## config.mk

```make
export PLATFORM = sky130hd
export DESIGN_NAME = rr_cen_reg_arbiter
export DESIGN_NICKNAME = d
export VERILOG_FILES = /design/src/rtl/rr_cen_reg_pkg.sv /design/src/rtl/cen_areset_reg.sv /design/src/rtl/rr_cen_reg_arbiter.sv
export SDC_FILE = /design/constraint.sdc
export NUM_CORES = 1
export LEC_CHECK = 0
export CAP_MARGIN = 20
export CORE_MARGIN = 2
export CORE_UTILIZATION = 43
export CTS_BUF_LIST = sky130_fd_sc_hd__clkbuf_16
export DETAILED_ROUTE_END_ITERATION = 10
export PLACE_DENSITY = 0.81
export SLEW_MARGIN = 20
export SYNTH_ARGS = -nofsm -noshare
export SYNTH_HDL_FRONTEND = slang
export SYNTH_SLANG_ARGS = --single-unit
```

## constraint.sdc

```tcl
create_clock -name clk -period 5.1 [get_ports clk]
set_clock_uncertainty 0.05 [all_clocks]
set_input_delay 1.53 -clock clk [delete_from_list [all_inputs] [get_ports clk]]
set_output_delay 1.53 -clock clk [all_outputs]
set_load 0.1 [all_outputs]
```

## src/rtl/rr_cen_reg_pkg.sv

```systemverilog
// Shared types and the rotating-priority pick function for the round-robin register arbiter.
// Requests are padded to 16 lanes so one function body serves every legal NREQ.
package rr_cen_reg_pkg;

    localparam int MAX_REQ = 16;

    typedef enum logic {
        ST_IDLE = 1'b0,
        ST_HOLD = 1'b1
    } state_t;

    typedef struct packed {
        logic       found;
        logic [3:0] idx;
    } pick_t;

    // First requesting lane at or after ptr, wrapping at nreq.
    function automatic pick_t rr_pick(input logic [MAX_REQ-1:0] req,
                                      input logic [3:0]         ptr,
                                      input int                 nreq);
        pick_t r;
        int    i;
        r = '0;
        for (int k = 0; k < MAX_REQ; k++) begin
            if (k < nreq) begin
                i = int'(ptr) + k;
                if (i >= nreq) begin
                    i = i - nreq;
                end
                if (!r.found && req[i]) begin
                    r.found = 1'b1;
                    r.idx   = 4'(i);
                end
            end
        end
        return r;
    endfunction

endpackage

```

## src/rtl/cen_areset_reg.sv

```systemverilog
// Clock-enabled register with asynchronous active-low clear.
module cen_areset_reg #(
    parameter int W = 8
) (
    input  logic         clk,
    input  logic         rst_n,
    input  logic         en,
    input  logic [W-1:0] d,
    output logic [W-1:0] q
);

    always_ff @(posedge clk or negedge rst_n) begin
        if (!rst_n) begin
            q <= '0;
        end else if (en) begin
            q <= d;
        end
    end

endmodule

```

## src/rtl/rr_cen_reg_arbiter.sv

```systemverilog
// Round-robin write arbiter for one shared register, with a guard interval of HOLD
// idle cycles after every accepted write.
module rr_cen_reg_arbiter
    import rr_cen_reg_pkg::*;
#(
    parameter int NREQ  = 4,
    parameter int WIDTH = 8,
    parameter int HOLD  = 2
) (
    input  logic                    clk,
    input  logic                    rst_n,
    input  logic [NREQ-1:0]         req,
    input  logic [NREQ*WIDTH-1:0]   data,
    output logic [NREQ-1:0]         gnt,
    output logic [WIDTH-1:0]        q,
    output logic [$clog2(NREQ)-1:0] q_src,
    output logic                    q_upd,
    output logic                    busy
);

    localparam int IDXW = $clog2(NREQ);

    state_t                state_q, state_d;
    logic [IDXW-1:0]       ptr_q, ptr_d;
    logic [3:0]            cnt_q, cnt_d;
    logic                  q_upd_q, q_upd_d;

    logic [MAX_REQ-1:0]    req_pad;
    pick_t                 pick;
    logic [IDXW-1:0]       winner;
    logic                  accept;
    logic [WIDTH-1:0]      data_win;
    logic [IDXW+WIDTH-1:0] reg_q;

    always_comb begin
        req_pad            = '0;
        req_pad[NREQ-1:0]  = req;
    end

    assign pick   = rr_pick(req_pad, 4'(ptr_q), NREQ);
    assign winner = IDXW'(pick.idx);

    // Grant depends only on req, ptr and state; data never reaches an output combinationally.
    always_comb begin
        gnt = '0;
        if (state_q == ST_IDLE && pick.found) begin
            gnt[winner] = 1'b1;
        end
    end

    assign accept   = |(req & gnt);
    assign data_win = data[int'(winner)*WIDTH +: WIDTH];

    always_comb begin
        state_d = state_q;
        ptr_d   = ptr_q;
        cnt_d   = cnt_q;
        q_upd_d = accept;
        case (state_q)
            ST_IDLE: begin
                if (accept) begin
                    ptr_d = (winner == IDXW'(NREQ - 1)) ? '0 : winner + IDXW'(1);
                    if (HOLD > 0) begin
                        state_d = ST_HOLD;
                        cnt_d   = 4'(HOLD - 1);
                    end
                end
            end
            ST_HOLD: begin
                if (cnt_q == 4'd0) begin
                    state_d = ST_IDLE;
                end else begin
                    cnt_d = cnt_q - 4'd1;
                end
            end
            default: begin
                state_d = ST_IDLE;
            end
        endcase
    end

    always_ff @(posedge clk or negedge rst_n) begin
        if (!rst_n) begin
            state_q <= ST_IDLE;
            ptr_q   <= '0;
            cnt_q   <= '0;
            q_upd_q <= 1'b0;
        end else begin
            state_q <= state_d;
            ptr_q   <= ptr_d;
            cnt_q   <= cnt_d;
            q_upd_q <= q_upd_d;
        end
    end

    cen_areset_reg #(
        .W(IDXW + WIDTH)
    ) u_reg (
        .clk  (clk),
        .rst_n(rst_n),
        .en   (accept),
        .d    ({winner, data_win}),
        .q    (reg_q)
    );

    assign q     = reg_q[WIDTH-1:0];
    assign q_src = reg_q[IDXW+WIDTH-1:WIDTH];
    assign q_upd = q_upd_q;
    assign busy  = (state_q == ST_HOLD);

endmodule

```

Word-level counts from Yosys, hierarchy flattened
Index checks and enable logic that the tools add are counted.
{"block": "word_totals", "regBits": 18, "out_inout_bits": 16, "word_cells": 72, "in_bits": 38}
{"block": "op_classes", "n_lt_le_gt_ge": 10, "shifts": 1, "bitwise": 2, "eq_ne": 3, "addsub": 9, "muxes": 30, "n_reduce_logical": 12}
{"cell": "$lt 32x6->1 const B", "n": 4}
{"cell": "$mux 32", "n": 4}
{"cell": "$shiftx 32x6->8", "n": 1}
{"cell": "$mux 5", "n": 4}
{"cell": "$bmux 1 s4", "n": 4}
{"cell": "$mux 4", "n": 3}
{"cell": "$sub 3x3->4 const B", "n": 3}
{"cell": "$mux 1", "n": 11}
{"cell": "$ge 3x3->1 const B", "n": 3}
{"cell": "$pmux 4 s2", "n": 1}
{"cell": "$add 2x2->3 const B", "n": 2}
{"cell": "$logic_and 1x1->1", "n": 5}
{"cell": "$and 4x4->4", "n": 1}
{"cell": "$logic_not 4->1", "n": 1}
{"cell": "$ne 2x2->1 const B", "n": 2}
{"cell": "$reduce_and 2->1", "n": 2}
{"cell": "$reduce_or 4->1", "n": 1}
{"cell": "$sub 2x3->4 const B", "n": 1}
{"cell": "$sub 4x1->4 const B", "n": 1}
{"cell": "$add 2x1->3 const B", "n": 1}
{"cell": "$ge 2x3->1 const B", "n": 1}
{"cell": "$logic_not 1->1", "n": 3}
{"cell": "$lt 2x3->1 const B", "n": 1}
{"cell": "$add 2x1->2 const B", "n": 1}
{"cell": "other kinds (6)", "n": 6}

Logic depth before layout (Yosys ltp)
Gate-level depths: netlist of the first run.
{"block": "logic_depth", "word_depth": 24, "depth_mapped": 16}

Modules after synthesis
Synthesis of the first run repeated with hierarchy kept, for this count alone.
{"block": "unflattened", "cells_unflattened": 136, "area_unflattened_um2": 1488.9}
{"mod": "rr_cen_reg_arbiter", "cells_per_inst": 115, "seq_area_each_um2": 200.2, "area_per_inst_um2": 1077.3, "n_inst": 1}
{"mod": "cen_areset_reg", "cells_per_inst": 21, "seq_area_each_um2": 250.2, "area_per_inst_um2": 411.6, "n_inst": 1}

Least setup slack after synthesis of the first run
OpenSTA, ideal clock, no wires.
{"block": "synth_path", "path_type": "input to output", "startpoint": "input req[1]", "endpoint": "output gnt[1]", "path_slack_ns": -0.624, "t_arrival_ns": 4.144, "path_buffers": 0, "cell_stages": 6, "cell_sequence": "mux4_2 -> nor4_2 -> nand2b_2 -> a21oi_4 -> inv_1 -> nor2_1"}
{"block": "synth_via", "elab_chain_len": 18, "word_cells_on_any_way": 29}
{"element": "start, declared", "line": "rr_cen_reg_arbiter.sv:12", "rtl": "input logic [NREQ-1:0] req,"}
{"element": "$bmux 1 s4", "line": "rr_cen_reg_pkg.sv:30", "rtl": "if (!r.found && req[i]) begin"}
{"element": "$mux 1 (implied by the code) (2 in series)", "line": "rr_cen_reg_pkg.sv:30"}
{"element": "$mux 5", "line": "rr_cen_reg_pkg.sv:30"}
{"element": "$logic_not 1->1", "line": "rr_cen_reg_pkg.sv:30"}
{"element": "$logic_and 1x1->1", "line": "rr_cen_reg_pkg.sv:30"}
{"element": "$mux 5", "line": "rr_cen_reg_pkg.sv:30"}
{"element": "$logic_not 1->1", "line": "rr_cen_reg_pkg.sv:30"}
{"element": "$logic_and 1x1->1", "line": "rr_cen_reg_pkg.sv:30"}
{"element": "$mux 5", "line": "rr_cen_reg_pkg.sv:30"}
{"element": "$logic_not 1->1", "line": "rr_cen_reg_pkg.sv:30"}
{"element": "$logic_and 1x1->1", "line": "rr_cen_reg_pkg.sv:30"}
{"element": "$mux 5 *", "line": "rr_cen_reg_pkg.sv:30"}
{"element": "$lt 2x3->1 (implied by the code) / $ge 2x1->1 (equally long branches)", "line": "rr_cen_reg_arbiter.sv:47", "rtl": "gnt[winner] = 1'b1;"}
{"element": "$logic_and 1x1->1 (implied by the code)", "line": "rr_cen_reg_arbiter.sv:47"}
{"element": "$mux 1 (implied by the code)", "line": "rr_cen_reg_arbiter.sv:47"}
{"element": "$demux 1 s2", "line": "rr_cen_reg_arbiter.sv:47"}
{"element": "$mux 4 *", "line": "rr_cen_reg_arbiter.sv:46", "rtl": "if (state_q == ST_IDLE && pick.found) begin"}
{"element": "end, declared", "line": "rr_cen_reg_arbiter.sv:14", "rtl": "output logic [NREQ-1:0] gnt,"}
Every way passes the cells marked *; elsewhere a longest branch is shown, timed or not. The select of a mux whose other input is x is not followed.

Worst setup path after layout of the first run
{"block": "layout_path", "startpoint": "input req[1]", "endpoint": "output gnt[2]"}
The elaborated chain is that of the path after synthesis.

==> out/summary.txt, run 1 <==
Cell variety after synth: 41
Syn Nets: 184
Syn Area/Cell: 9.81 sq um
port bufs: 53
largest net degree at the start of global routing: 19
Max Cap Violations: 0
nets@finish: 263
total gr overflow: 0
dpl cell area: 2150 sq um
Area growth syn-to-layout: 67.3%
met2 WL: 2340 um
Clk Latency, worst-skew pair: 250 ps
critical path endpoint category: output port
failing checks: negative setup slack
Mapped Area: 1360 sq um
gpl congestion: 0.854
Reg clk slew, reported paths: 50 ps
status: finished, violations left
Die Wd: 60.3 um
#FFs+latches synth: 18
htree depth: 1
drc violations: 0
unrepaired setup endpoints after global routing: yes
asr flop ratio synth: 100%
crit start category: input pin
die area: 3640 sq um
final hold violations: 0
arrival time worst endpoint: 3530 ps
worst setup path category: input pin to output port
antenna-violating nets left: 0
Vert. Die Dim: 60.3 um
Worst Setup SP: req[1]
Root Driver: clkbuf_16
Post-synth EDFFs: 0
drt total wl: 4240 um
reg2reg start: ptr_q[1]$_DFFE_PN0P_
Primary FF master, synth: dfrtp_1
Worst Tran Pin Value: 986 ps
r2r worst-path depth: 12
CTS tree: yes
max-slew violations: 0
Hold Worst Slack: 446 ps
Critical Path RT: 3520 ps
Peak Freq: 196 MHz
Final HPWL DP: 3320 um
initial antenna violation count: 0
first-pass GRT wire length: 6780 um
Placeable Area: 3030 sq um
minimum clock period: 5110 ps
commonest non-fill, non-tap cell in the layout: clkdlybuf4s50_1
diodes inserted: 0
Critical Path End: gnt[2]
reg-to-reg slack, setup: 1450 ps
utilization after layout: 75.4%
vias in the first global route: 1,570
clk sinks: 18
detailed-route via count: 1,459
first-pass detailed-route iteration total: 4
Hold Crit Class: register to register
DR top layer: met4
Reg-to-Reg End: u_reg.q[2]$_DFFE_PN0P_
sequential share of the synthesized area: 33.0%
Total Routing Usage GR: 25.1%
Design Area, Final: 2280 sq um
Post-Place Cells: 255
# rows: 20
length of routed wiring on met1: 1620 um
drt first-iter violations: 100
WL met3: 185 um
CP Max Fanout: 4
Worst slew margin: 34.0%
post-route clock period utilization: 100%
Vias/cell: 5.59
most frequent cells in the layout: clkdlybuf4s50_1 (45), buf_4 (25), dfrtp_1 (18)
cell breakdown of the critical path: buf_8, mux4_2, or4_4, o32ai_4, ha_2, and2_4, buf_12
CP max-delay cell: or4_4
Final setup viols: 2
Synthesis Warnings: 0
Final WS setup: -6.43 ps
IO Pins: 54
Cell Count, Final, Fillers Out: 261
Starting Density: 45.0%
cts bufs inserted: 3
Wirelength per Cell: 16.2 um
cells after synthesis: 139
clk buf depth: 2
crit-path max cell delay: 550 ps
layout cells sized above 1: 27.6%
synthesized netlist by cell type (2+ instances only):
cell type | instances | area share [%]
dfrtp_1 | 18 | 33
nor3_1 | 3 | 1.1
a31oi_1 | 8 | 3.7
o22ai_1 | 3 | 1.4
mux2_2 | 2 | 1.7
ha_1 | 7 | 6.4
o21ai_0 | 4 | 1.5
o21a_1 | 3 | 1.7
buf_6 | 2 | 1.7
o32ai_2 | 2 | 2.4
xnor2_1 | 2 | 1.3
inv_1 | 8 | 2.2
nor2_1 | 15 | 4.1
a21oi_1 | 2 | 0.73
and2_1 | 2 | 0.92
nand2b_1 | 2 | 0.92
a222oi_1 | 7 | 5.1
nand2_1 | 14 | 3.9
or2_2 | 2 | 0.92
or3_1 | 2 | 0.92
o32ai_4 | 2 | 4.0
mux2i_1 | 9 | 6.6
a32o_1 | 2 | 1.5
metal layers:
metal | track usage, % | vias to the layer above
li1 | - | 684
met1 | 27.7 | 714
met2 | 46.9 | 51
met3 | 5.19 | 10
met4 | 8.89 | 0
met5 | 0 | -
registers in the layout (all words and copies together), names as in the netlist:
name     count
u_reg.q     10
busy         1
cnt_q        4
q_upd        1
ptr_q        2
kinds of logic (layout without fill, tap and decap cells):
group / count (synthesis) / count (layout) / synth area share [%]
and+or+nand+nor: 46 / 46 / 16.7
AOI/OAI and AO/OA: 41 / 41 / 27.5
xor gates and xnor gates: 3 / 3 / 1.93
muxes: 12 / 12 / 9.91
buffers and inverters: 12 / 90 / 4.49
DFF: 18 / 18 / 33.0
adders and majority gates: 7 / 7 / 6.42
worst max-delay path, delay by kind of cell:
kind	cells	cell delay (ps)
compound gates	1	300
simple gates	2	690
mux	1	480
fa+ha+maj	1	250
buf+inv	2	260
final cells by class:
type,count,area (sq um)
well taps,44,55.1
flip-flops and latches,18,450
clock inverters,1,3.75
fillers,199,746
repair buffers,78,767
inverters,8,30.0
multi-input cells,109,901
clock buffers,3,75.1
how the worst min path moves through the flow:
stage | cells after the start | from | end
5_1_grt | 1 | u_reg.q[9]$_DFFE_PN0P_ | u_reg.q[9]$_DFFE_PN0P_
6_report | 1 | u_reg.q[9]$_DFFE_PN0P_ | u_reg.q[9]$_DFFE_PN0P_
2_1_floorplan | 2 | cnt_q[2]$_DFFE_PN0P_ | cnt_q[2]$_DFFE_PN0P_
3_3_place_gp | 1 | u_reg.q[9]$_DFFE_PN0P_ | u_reg.q[9]$_DFFE_PN0P_
3_5_place_dp | 1 | u_reg.q[9]$_DFFE_PN0P_ | u_reg.q[9]$_DFFE_PN0P_
4_1_cts | 1 | u_reg.q[9]$_DFFE_PN0P_ | u_reg.q[9]$_DFFE_PN0P_
per-stage QoR:
step	setup TNS, ps	setup WS (ps)
4_1_cts	-101	-38.6
5_1_grt	-244	-69.5
2_1_floorplan	0	55.7
3_5_place_dp	-1470	-432
6_report	-11.1	-6.43
3_3_place_gp	-1190	-337
repair_timing:
item                       4_1_cts  5_1_grt
setup buffers                    1        1
hold buffers                     0        0
pin swaps                        3        1
resized for setup               25        3
setup endpoints to repair        4        4
Power of run 1 is left out: the tool's default activity adds up to more than one toggle a clock period on the data nets, which glitch-free logic cannot reach.
==> run 2: changes to the inputs <==
CORE_UTILIZATION = 45   (was 43)
CTS_BUF_LIST = sky130_fd_sc_hd__clkbuf_8   (was sky130_fd_sc_hd__clkbuf_16)
PLACE_DENSITY = 0.85   (was 0.81)
==> run 2 against run 1 <==
  * The flow now finishes without violations
  * Design area is 5.3% higher
  * Flip-flop and latch count stayed put
  * Global-route usage is 1.2 points lower
  * Register-to-register slack worse by 270 ps
  * Critical endpoint is now gnt[3]
  * Largest cell class unchanged
==> out/summary.txt, run 2 (synthesis results as in run 1) <==
Final setup viols: 0 (-2)
Vert. Die Dim: 59.1 um (-2.1%)
critical path endpoint category: output port
Total Routing Usage GR: 23.9% (-1.2 points)
drc violations: 0 (unchanged)
largest net degree at the start of global routing: 19 (unchanged)
CP Max Fanout: 4 (unchanged)
commonest non-fill, non-tap cell in the layout: clkdlybuf4s50_1
Final HPWL DP: 3130 um (-5.5%)
# rows: 19 (-5.0%)
max-slew violations: 0 (unchanged)
vias in the first global route: 1,579 (+0.57%)
clk sinks: 18 (unchanged)
pre-CTS setup slack: -429 ps (+2.40 ps)
Starting Density: 48.2% (+3.2 points)
drt first-iter violations: 79 (-21%)
diodes inserted: 0 (unchanged)
Vias/cell: 5.77 (+3.2%)
Max Cap Violations: 0 (unchanged)
Worst slew margin: 33.0% (-1.0 points)
antenna-violating nets left: 0 (unchanged)
gpl congestion: 0.878 (+2.8%)
Clk Latency, worst-skew pair: 250 ps (about the same)
final hold violations: 0 (unchanged)
Cell Count, Final, Fillers Out: 260 (-0.38%)
Area growth syn-to-layout: 76.1%
Placeable Area: 2830 sq um (-6.6%)
CTS tree: yes
Biggest register: u_reg.q
status: finished, final reports clean
total gr overflow: 0 (unchanged)
layout cells sized above 1: 34.5% (+6.8 points)
drt total wl: 4160 um (-1.8%)
minimum clock period: 5070 ps (-33.4 ps)
most frequent cells in the layout: clkdlybuf4s50_1 (45), buf_4 (36), dfrtp_1 (18)
Worst Tran Pin Value: 1000 ps (+15.0 ps)
Post-Place Cells: 244 (-4.3%)
Reg clk slew, reported paths: 70 ps (+20 ps)
Root Driver: clkbuf_8
Critical Path RT: 3520 ps (about the same)
Peak Freq: 197 MHz (+0.66%)
worst setup path category: input pin to output port
max reg flops: 10 (unchanged)
Wirelength per Cell: 16.0 um (-1.4%)
cts bufs inserted: 3 (unchanged)
utilization after layout: 84.9% (+9.5 points)
Top Registers: u_reg.q: 10 flops, cnt_q: 4 flops, ptr_q: 2 flops
nets@finish: 275 (+4.6%)
htree depth: 1 (unchanged)
initial antenna violation count: 0 (unchanged)
clk buf depth: 2 (unchanged)
post-route clock period utilization: 99.5% (-0.66 points)
Die Wd: 59.1 um (-2.1%)
first-pass GRT wire length: 6470 um (-4.5%)
Hold Crit Class: register to register
first-pass detailed-route iteration total: 4 (unchanged)
setup tns final: 0 ps (+11.1 ps)
port bufs: 53 (unchanged)
IO Pins: 54 (unchanged)
detailed-route via count: 1,500 (+2.8%)
crit start category: input pin
Final WS setup: 27.0 ps (+33.4 ps)
die area: 3490 sq um (-4.2%)
arrival time worst endpoint: 3490 ps (-40 ps)
unrepaired setup endpoints after global routing: yes
run 2: cell type report:
| cell class | instances | area [sq um] |
|---|---|---|
| clock buffer | 4 | 55.1 |
| fill | 155 | 427 |
| sequential | 18 | 450 |
| multi-input combinational | 109 | 973 |
| timing repair buffer | 90 | 855 |
| inverter | 8 | 30.0 |
| tap | 31 | 38.8 |
run 2: per-layer routing:
metal	GRT usage [%]	up-vias	share of wire [%]
met5	0	-	0
met4	6.17	0	1.2
met3	3.93	8	6.1
met2	46.5	67	55
met1	26.4	717	38
li1	-	708	-
run 2: timing repair:
| action | in CTS | in global routing |
|---|---|---|
| gates cloned | 0 | 0 |
| pin swaps | 4 | 6 |
| resized for setup | 26 | 14 |
| setup buffers | 6 | 6 |
| setup endpoints to repair | 4 | 4 |
| hold buffers | 0 | 0 |
run 2: stage by stage:
step                      cell area (sq um)  hold slack [ps]
after floorplan                        1380              477
after global placement                 2150              441
after detailed placement               2150              448
after CTS                              2270              467
after global routing                   2400              491
final                                  2400              464
run 2: path summary, 6_finish.rpt:
| kind | startpoint | endpoint | slack (ps) | depth (start not counted) |
|---|---|---|---|---|
| worst min-delay path | u_reg.q[4]$_DFFE_PN0P_ | u_reg.q[4]$_DFFE_PN0P_ | 460 | 1 |
| worst min register to register | u_reg.q[4]$_DFFE_PN0P_ | u_reg.q[4]$_DFFE_PN0P_ | 460 | 1 |
| worst max register to register | ptr_q[0]$_DFFE_PN0P_ | u_reg.q[3]$_DFFE_PN0P_ | 1180 | 14 |
| max in group asynchronous | rst_n | u_reg.q[5]$_DFFE_PN0P_ | 2820 | 1 |
| worst max-delay path | req[1] | gnt[3] | 30 | 7 |
| min in group asynchronous | rst_n | cnt_q[1]$_DFFE_PN0P_ | 1680 | 1 |
run 2: worst max-delay path, cell delays in order:
cell and delay [ps]:
buf_6 100, mux4_2 480, or4_4 520, o32ai_4 280, ha_2 260, and2_4 150, buf_12 160
Power of run 2 is left out for the same reason.
